File: src/rtl/seq_div8x4_pkg.sv
// Shared types and defaults for the sequential restoring divider.
// State codes stay as plain constants so legacy code that compares raw encodings still works.
package div_pkg;

    localparam int unsigned N_W_DEF = 8;
    localparam int unsigned D_W_DEF = 4;

    typedef logic [1:0] state_t;

    localparam state_t IDLE = 2'd0;
    localparam state_t RUN  = 2'd1;
    localparam state_t DONE = 2'd2;

    function automatic int unsigned cnt_width(input int unsigned n);
        return (n > 1) ? $clog2(n) : 1;
    endfunction

endpackage

File: src/rtl/seq_div8x4_if.sv
// Start/result handshake bundle between the controller and the divider.
interface seq_div8x4_if #(
    parameter int unsigned N_W = 8,
    parameter int unsigned D_W = 4
);
    logic           pstart;
    logic [N_W-1:0] pn;
    logic [D_W-1:0] pd;
    logic           pready;
    logic           pbusy;
    logic           pdz;
    logic [N_W-1:0] pq;
    logic [D_W-1:0] pr;

    modport master (
        output pstart, pn, pd,
        input  pready, pbusy, pdz, pq, pr
    );

    modport slave (
        input  pstart, pn, pd,
        output pready, pbusy, pdz, pq, pr
    );
endinterface

File: src/rtl/seq_div8x4_step.sv
// One restoring-division iteration: shift in the next dividend bit, trial-subtract the divisor.
module div_step #(
    parameter int unsigned D_W = 4
) (
    input  logic [D_W-1:0] rem,
    input  logic           nbit,
    input  logic [D_W-1:0] d,
    output logic [D_W-1:0] rem_next,
    output logic           qbit
);
    logic [D_W:0] trial;

    // rem < d on entry, so both the trial result and the restored value fit in D_W bits.
    always_comb begin
        trial    = {rem, nbit} - {1'b0, d};
        qbit     = ~trial[D_W];
        rem_next = qbit ? trial[D_W-1:0] : {rem[D_W-2:0], nbit};
    end
endmodule

File: src/rtl/seq_div8x4.sv
// Sequential restoring divider, one quotient bit per clock MSB first, pstart/pready handshake.
module seq_div8x4
    import div_pkg::*;
#(
    parameter int unsigned N_W = N_W_DEF,
    parameter int unsigned D_W = D_W_DEF
) (
    input logic         clock,
    input logic         reset,
    seq_div8x4_if.slave bus
);
    localparam int unsigned CNT_W = cnt_width(N_W);

    state_t           state;
    logic [CNT_W-1:0] count;
    logic [N_W-1:0]   n_reg;
    logic [N_W-1:0]   n_next;
    logic [D_W-1:0]   d_reg;
    logic [D_W-1:0]   rem_reg;
    logic [D_W-1:0]   rem_next;
    logic             qbit;
    logic [N_W-1:0]   q_reg;
    logic [D_W-1:0]   r_reg;
    logic             dz_reg;

    div_step #(.D_W(D_W)) u_step (
        .rem      (rem_reg),
        .nbit     (n_reg[N_W-1]),
        .d        (d_reg),
        .rem_next (rem_next),
        .qbit     (qbit)
    );

    // Dividend bits leave at the top while quotient bits enter at the bottom.
    assign n_next = {n_reg[N_W-2:0], qbit};

    always_ff @(posedge clock or posedge reset) begin
        if (reset) begin
            state   <= IDLE;
            count   <= '0;
            n_reg   <= '0;
            d_reg   <= '0;
            rem_reg <= '0;
            q_reg   <= '0;
            r_reg   <= '0;
            dz_reg  <= 1'b0;
        end else begin
            case (state)
                IDLE, DONE: begin
                    if (bus.pstart) begin
                        if (bus.pd != '0) begin
                            n_reg   <= bus.pn;
                            d_reg   <= bus.pd;
                            rem_reg <= '0;
                            count   <= CNT_W'(N_W - 1);
                            dz_reg  <= 1'b0;
                            state   <= RUN;
                        end else begin
                            q_reg  <= '1;
                            r_reg  <= '0;
                            dz_reg <= 1'b1;
                            state  <= DONE;
                        end
                    end
                end
                RUN: begin
                    n_reg   <= n_next;
                    rem_reg <= rem_next;
                    count   <= count - CNT_W'(1);
                    if (count == '0) begin
                        q_reg <= n_next;
                        r_reg <= rem_next;
                        state <= DONE;
                    end
                end
                default: state <= IDLE;
            endcase
        end
    end

    assign bus.pready = (state == DONE);
    assign bus.pbusy  = (state == RUN);
    assign bus.pdz    = dz_reg;
    assign bus.pq     = q_reg;
    assign bus.pr     = r_reg;
endmodule

File: src/flat_wrapper.sv
// flat-port wrapper written by rule: the top's interface ports become plain ports
module seq_div8x4_flat import div_pkg::*;
#(
    parameter int unsigned N_W = N_W_DEF,
    parameter int unsigned D_W = D_W_DEF
)
  (clock, reset, bus_pstart, bus_pn, bus_pd, bus_pready, bus_pbusy, bus_pdz, bus_pq, bus_pr);
  seq_div8x4_if #(.N_W(N_W), .D_W(D_W)) bus_i ();
  input logic clock;
  input logic reset;
  input wire logic [$bits(bus_i.pstart)-1:0] bus_pstart;
  input wire logic [$bits(bus_i.pn)-1:0] bus_pn;
  input wire logic [$bits(bus_i.pd)-1:0] bus_pd;
  output wire logic [$bits(bus_i.pready)-1:0] bus_pready;
  output wire logic [$bits(bus_i.pbusy)-1:0] bus_pbusy;
  output wire logic [$bits(bus_i.pdz)-1:0] bus_pdz;
  output wire logic [$bits(bus_i.pq)-1:0] bus_pq;
  output wire logic [$bits(bus_i.pr)-1:0] bus_pr;
  assign bus_i.pstart = bus_pstart;
  assign bus_i.pn = bus_pn;
  assign bus_i.pd = bus_pd;
  assign bus_pready = bus_i.pready;
  assign bus_pbusy = bus_i.pbusy;
  assign bus_pdz = bus_i.pdz;
  assign bus_pq = bus_i.pq;
  assign bus_pr = bus_i.pr;
  seq_div8x4 #(.N_W(N_W), .D_W(D_W)) u_core (.clock(clock), .reset(reset), .bus(bus_i));
endmodule
File: config.mk
export PLATFORM = sky130hd
export DESIGN_NAME = seq_div8x4_flat
export DESIGN_NICKNAME = d
export VERILOG_FILES = /design/src/rtl/seq_div8x4_pkg.sv /design/src/rtl/seq_div8x4_if.sv /design/src/rtl/seq_div8x4_step.sv /design/src/rtl/seq_div8x4.sv /design/src/flat_wrapper.sv
export SDC_FILE = /design/constraint.sdc
export NUM_CORES = 1
export LEC_CHECK = 0
export ABC_AREA = 1
export BUFFER_PORTS_ARGS = -buffer_cell sky130_fd_sc_hd__buf_2
export CORE_ASPECT_RATIO = 2
export CORE_MARGIN = 8
export CORE_UTILIZATION = 45
export DETAILED_ROUTE_END_ITERATION = 8
export HOLD_SLACK_MARGIN = 0.08
export PLACE_DENSITY = 0.69
export RECOVER_POWER = 50
export SLEW_MARGIN = 10
export SYNTH_ARGS = -nofsm -noshare
export SYNTH_HDL_FRONTEND = slang
export SYNTH_SLANG_ARGS = --single-unit
File: constraint.sdc
create_clock -name clock -period 1.7 [get_ports clock]
set_clock_uncertainty 0.15 [all_clocks]
set_input_delay 0.34 -clock clock [delete_from_list [all_inputs] [get_ports clock]]
set_output_delay 0.34 -clock clock [all_outputs]
set_load 0.02 [all_outputs]
==> run summary <==
synth warn: 0
met2 WL: 2.34 mm
DR vias: 1446
DRT Pass-1 Iters: 4
number of CTS-inserted buffers: 5
layout cells sized above 1: 31.1%
total power: 5030 uW
reg2reg path depth: 12
Async S/R FF share, synth: 100%
Die ar.: 6050 um^2
drt via density: 4.99
DPL Wire Length: 2.79 mm
Starting DRT DRC Count: 34
initial core utilization: 46.4%
Netlist Area Pre-Place: 1670 um^2
metal3 WL: 133 um
top post-synthesis cells by area: dfrtp_1 (51%), nand2_1 (13%), inv_1 (7.2%), o21ai_0 (5.4%), ha_1 (4.5%)
Top Layer Used: met4
die height: 102 um
Commonest cells post-synth: nand2_1 (57), dfrtp_1 (34), inv_1 (32), o21ai_0 (18), nand3_1 (14)
cell with the most instances after synthesis: nand2_1
Setup violations, final: 10
TritonCTS Sinks: 34
arrival time at the worst endpoint: 1810 ps
upper clock frequency limit: 0.557 GHz
top-area cell type share of the netlist area: 50.8%
Die Width: 59.1 um
RSZ-0062 raised after global routing: yes
max_slew headroom: 49.1%
WL/cell: 14.1 um
Hold Path Depth: 3
metal1 wirelength: 1.50 mm
Post-synth EDFFs: 0
ys flop type: dfrtp_1
vias in the first global route: 1539
GRT Util Overall: 14.3%
Syn Nets: 222
internal power: 2630 uW
CTS tree: built
Gate power share: 60.4%
antenna-violating nets left: 0
Syn Area/Cell: 8.37 um^2
min Tclk post-route: 1790 ps
total core area: 3610 um^2
post-place setup slack: -141 ps
Area Growth Syn to Fin: 27.4%
initial antenna violation count: 0
row count: 31
clock-pin slew on the worst setup and hold paths: 80 ps
worst slew pin tran: 764 ps
Routed WL: 4.08 mm
DRC: 0
failing checks: setup timing
clk root buf: clkbuf_8
htree depth: 2
Sequential Power Share: 28.3%
Mapped Cells: 200
nets: 263
clock power share: 11.3%
Antenna Diode Count: 0
gpl congestion: 0.848
pin count of the biggest net entering global routing: 35
critical path startpoint category: register
first-pass GRT wire length: 6.66 mm
critical path class: reg -> reg
Net Sw Frac: 47.8%
sequential fraction of the synthesis area: 50.8%
LEAKAGE: 0.00114 uW
total negative slack: -674 ps
final-report max-slew violation count: 0
Psw: 2400 uW
Seq cells post-synth: 34
power per cell area: 2360 nW/um^2
Worst Path Max Fanout: 5
Final Cycle Share: 106%
crit end category: register
CTS Buffer Depth: 2
Max Cap Viol: 0
maximum vdd drop: 1090 uV
fin util: 59.1%
Hold Path Class: in -> reg
final global-route overflow total: 0
status: finished with violations
worst skew pair latency: 290 ps
Final WS setup: -94.6 ps
Synth area leader: dfrtp_1
final hold vios: 0
Synth cell types: 23
port bufs: 29
boundary pin count: 30
Critical Path RT: 1710 ps
-- critical path, cell delays in order (launching register included) --
cell and delay [ps]:
dfrtp_1 370, inv_2 70, ha_4 120, inv_2 40, fa_2 360, nand2_2 80, nand2_2 60, nand3_4 100
nand3_2 80, nand2_2 80, inv_2 40, nand2_1 40, o21ai_0 70
-- per-layer routing --
layer  global-route usage, %  vias up
li1                        -      719
met1                    14.4      689
met2                    26.3       29
met3                    2.77        9
met4                    7.61        0
met5                       0        -
-- what timing repair did --
action,CTS,global route
hold endpoints to repair,34,0
setup endpoints to repair,11,18
pin swaps,4,3
hold buffers,1,0
cloned,0,1
setup buffers,0,2
gates resized for setup,14,12
-- worst paths after layout --
kind	start	end	slack (ps)
hold reg to reg	u_core.bus.pq[3]	u_core.bus.pq[3]	320
min in group asynchronous	reset	u_core.bus.pdz	670
setup / recovery	u_core.n_reg[7]	u_core.rem_reg[3]	-90
max in group asynchronous	reset	u_core.state[0]	200
hold / removal	bus_pd[3]	u_core.d_reg[3]	170
setup reg to reg	u_core.n_reg[7]	u_core.rem_reg[3]	-90
-- cells in the final DEF, fill, tap and decap left out --
cell type | Yosys | layout
inv_4 | 0 | 1
clkinv_2 | 1 | 2
inv_2 | 1 | 3
a21oi_1 | 4 | 3
o21ai_0 | 18 | 15
o22ai_2 | 1 | 1
fa_2 | 0 | 1
nand2_2 | 3 | 5
a21oi_2 | 0 | 1
xnor2_2 | 0 | 1
ha_4 | 0 | 1
buf_2 | 3 | 30
nand3_4 | 0 | 2
clkinv_8 | 0 | 1
nor2_2 | 0 | 1
o21a_1 | 1 | 1
nand3_2 | 0 | 6
inv_1 | 32 | 29
clkbuf_8 | 0 | 5
dfrtp_1 | 34 | 33
nand2_4 | 0 | 3
ha_1 | 6 | 5
nor2_1 | 6 | 5
nand3_1 | 14 | 6
dlygate4sd3_1 | 0 | 1
buf_6 | 1 | 1
o21ai_1 | 1 | 4
nand2_1 | 57 | 52
o22ai_1 | 1 | 1
dfrtp_2 | 0 | 1
buf_4 | 2 | 9
o211ai_1 | 7 | 7
nand4_1 | 4 | 4
-- final cells by class --
| class | instances | area (um^2) |
|---|---|---|
| Inverter | 34 | 143 |
| Tap cell | 49 | 61.3 |
| Clock buffer | 5 | 68.8 |
| Sequential cell | 34 | 852 |
| Timing Repair Buffer | 41 | 239 |
| Fill cell | 344 | 1470 |
| Clock inverter | 2 | 10.0 |
| Multi-Input combinational cell | 125 | 759 |
-- cell families after synthesis --
| family | share of synthesized area, % |
|---|---|
| and+or+nand+nor | 20.9 |
| DFF | 50.8 |
| buffers and inverters | 10.5 |
| AOI/OAI and AO/OA | 11.6 |
| adders and majority gates | 5.68 |
| xor gates and xnor gates | 0.523 |
-- power by group through the flow --
stage / logic [uW] / clock network [uW] / registers (uW)
after floorplan: 1790 / 0 / 1570
after global placement: 2570 / 0 / 1420
after detailed placement: 2630 / 0 / 1430
after CTS: 2890 / 576 / 1420
after global routing: 3450 / 606 / 1470
final: 3040 / 568 / 1420
-- stage by stage --
step	cell area, um^2	hold slack (ps)	instances
after floorplan	1710	303	200
after CTS	2080	164	287
after detailed placement	1930	307	279
after global routing	2130	181	290
final	2130	169	290
after global placement	1930	307	279
Note: power is estimated with default switching activity, not from simulation.
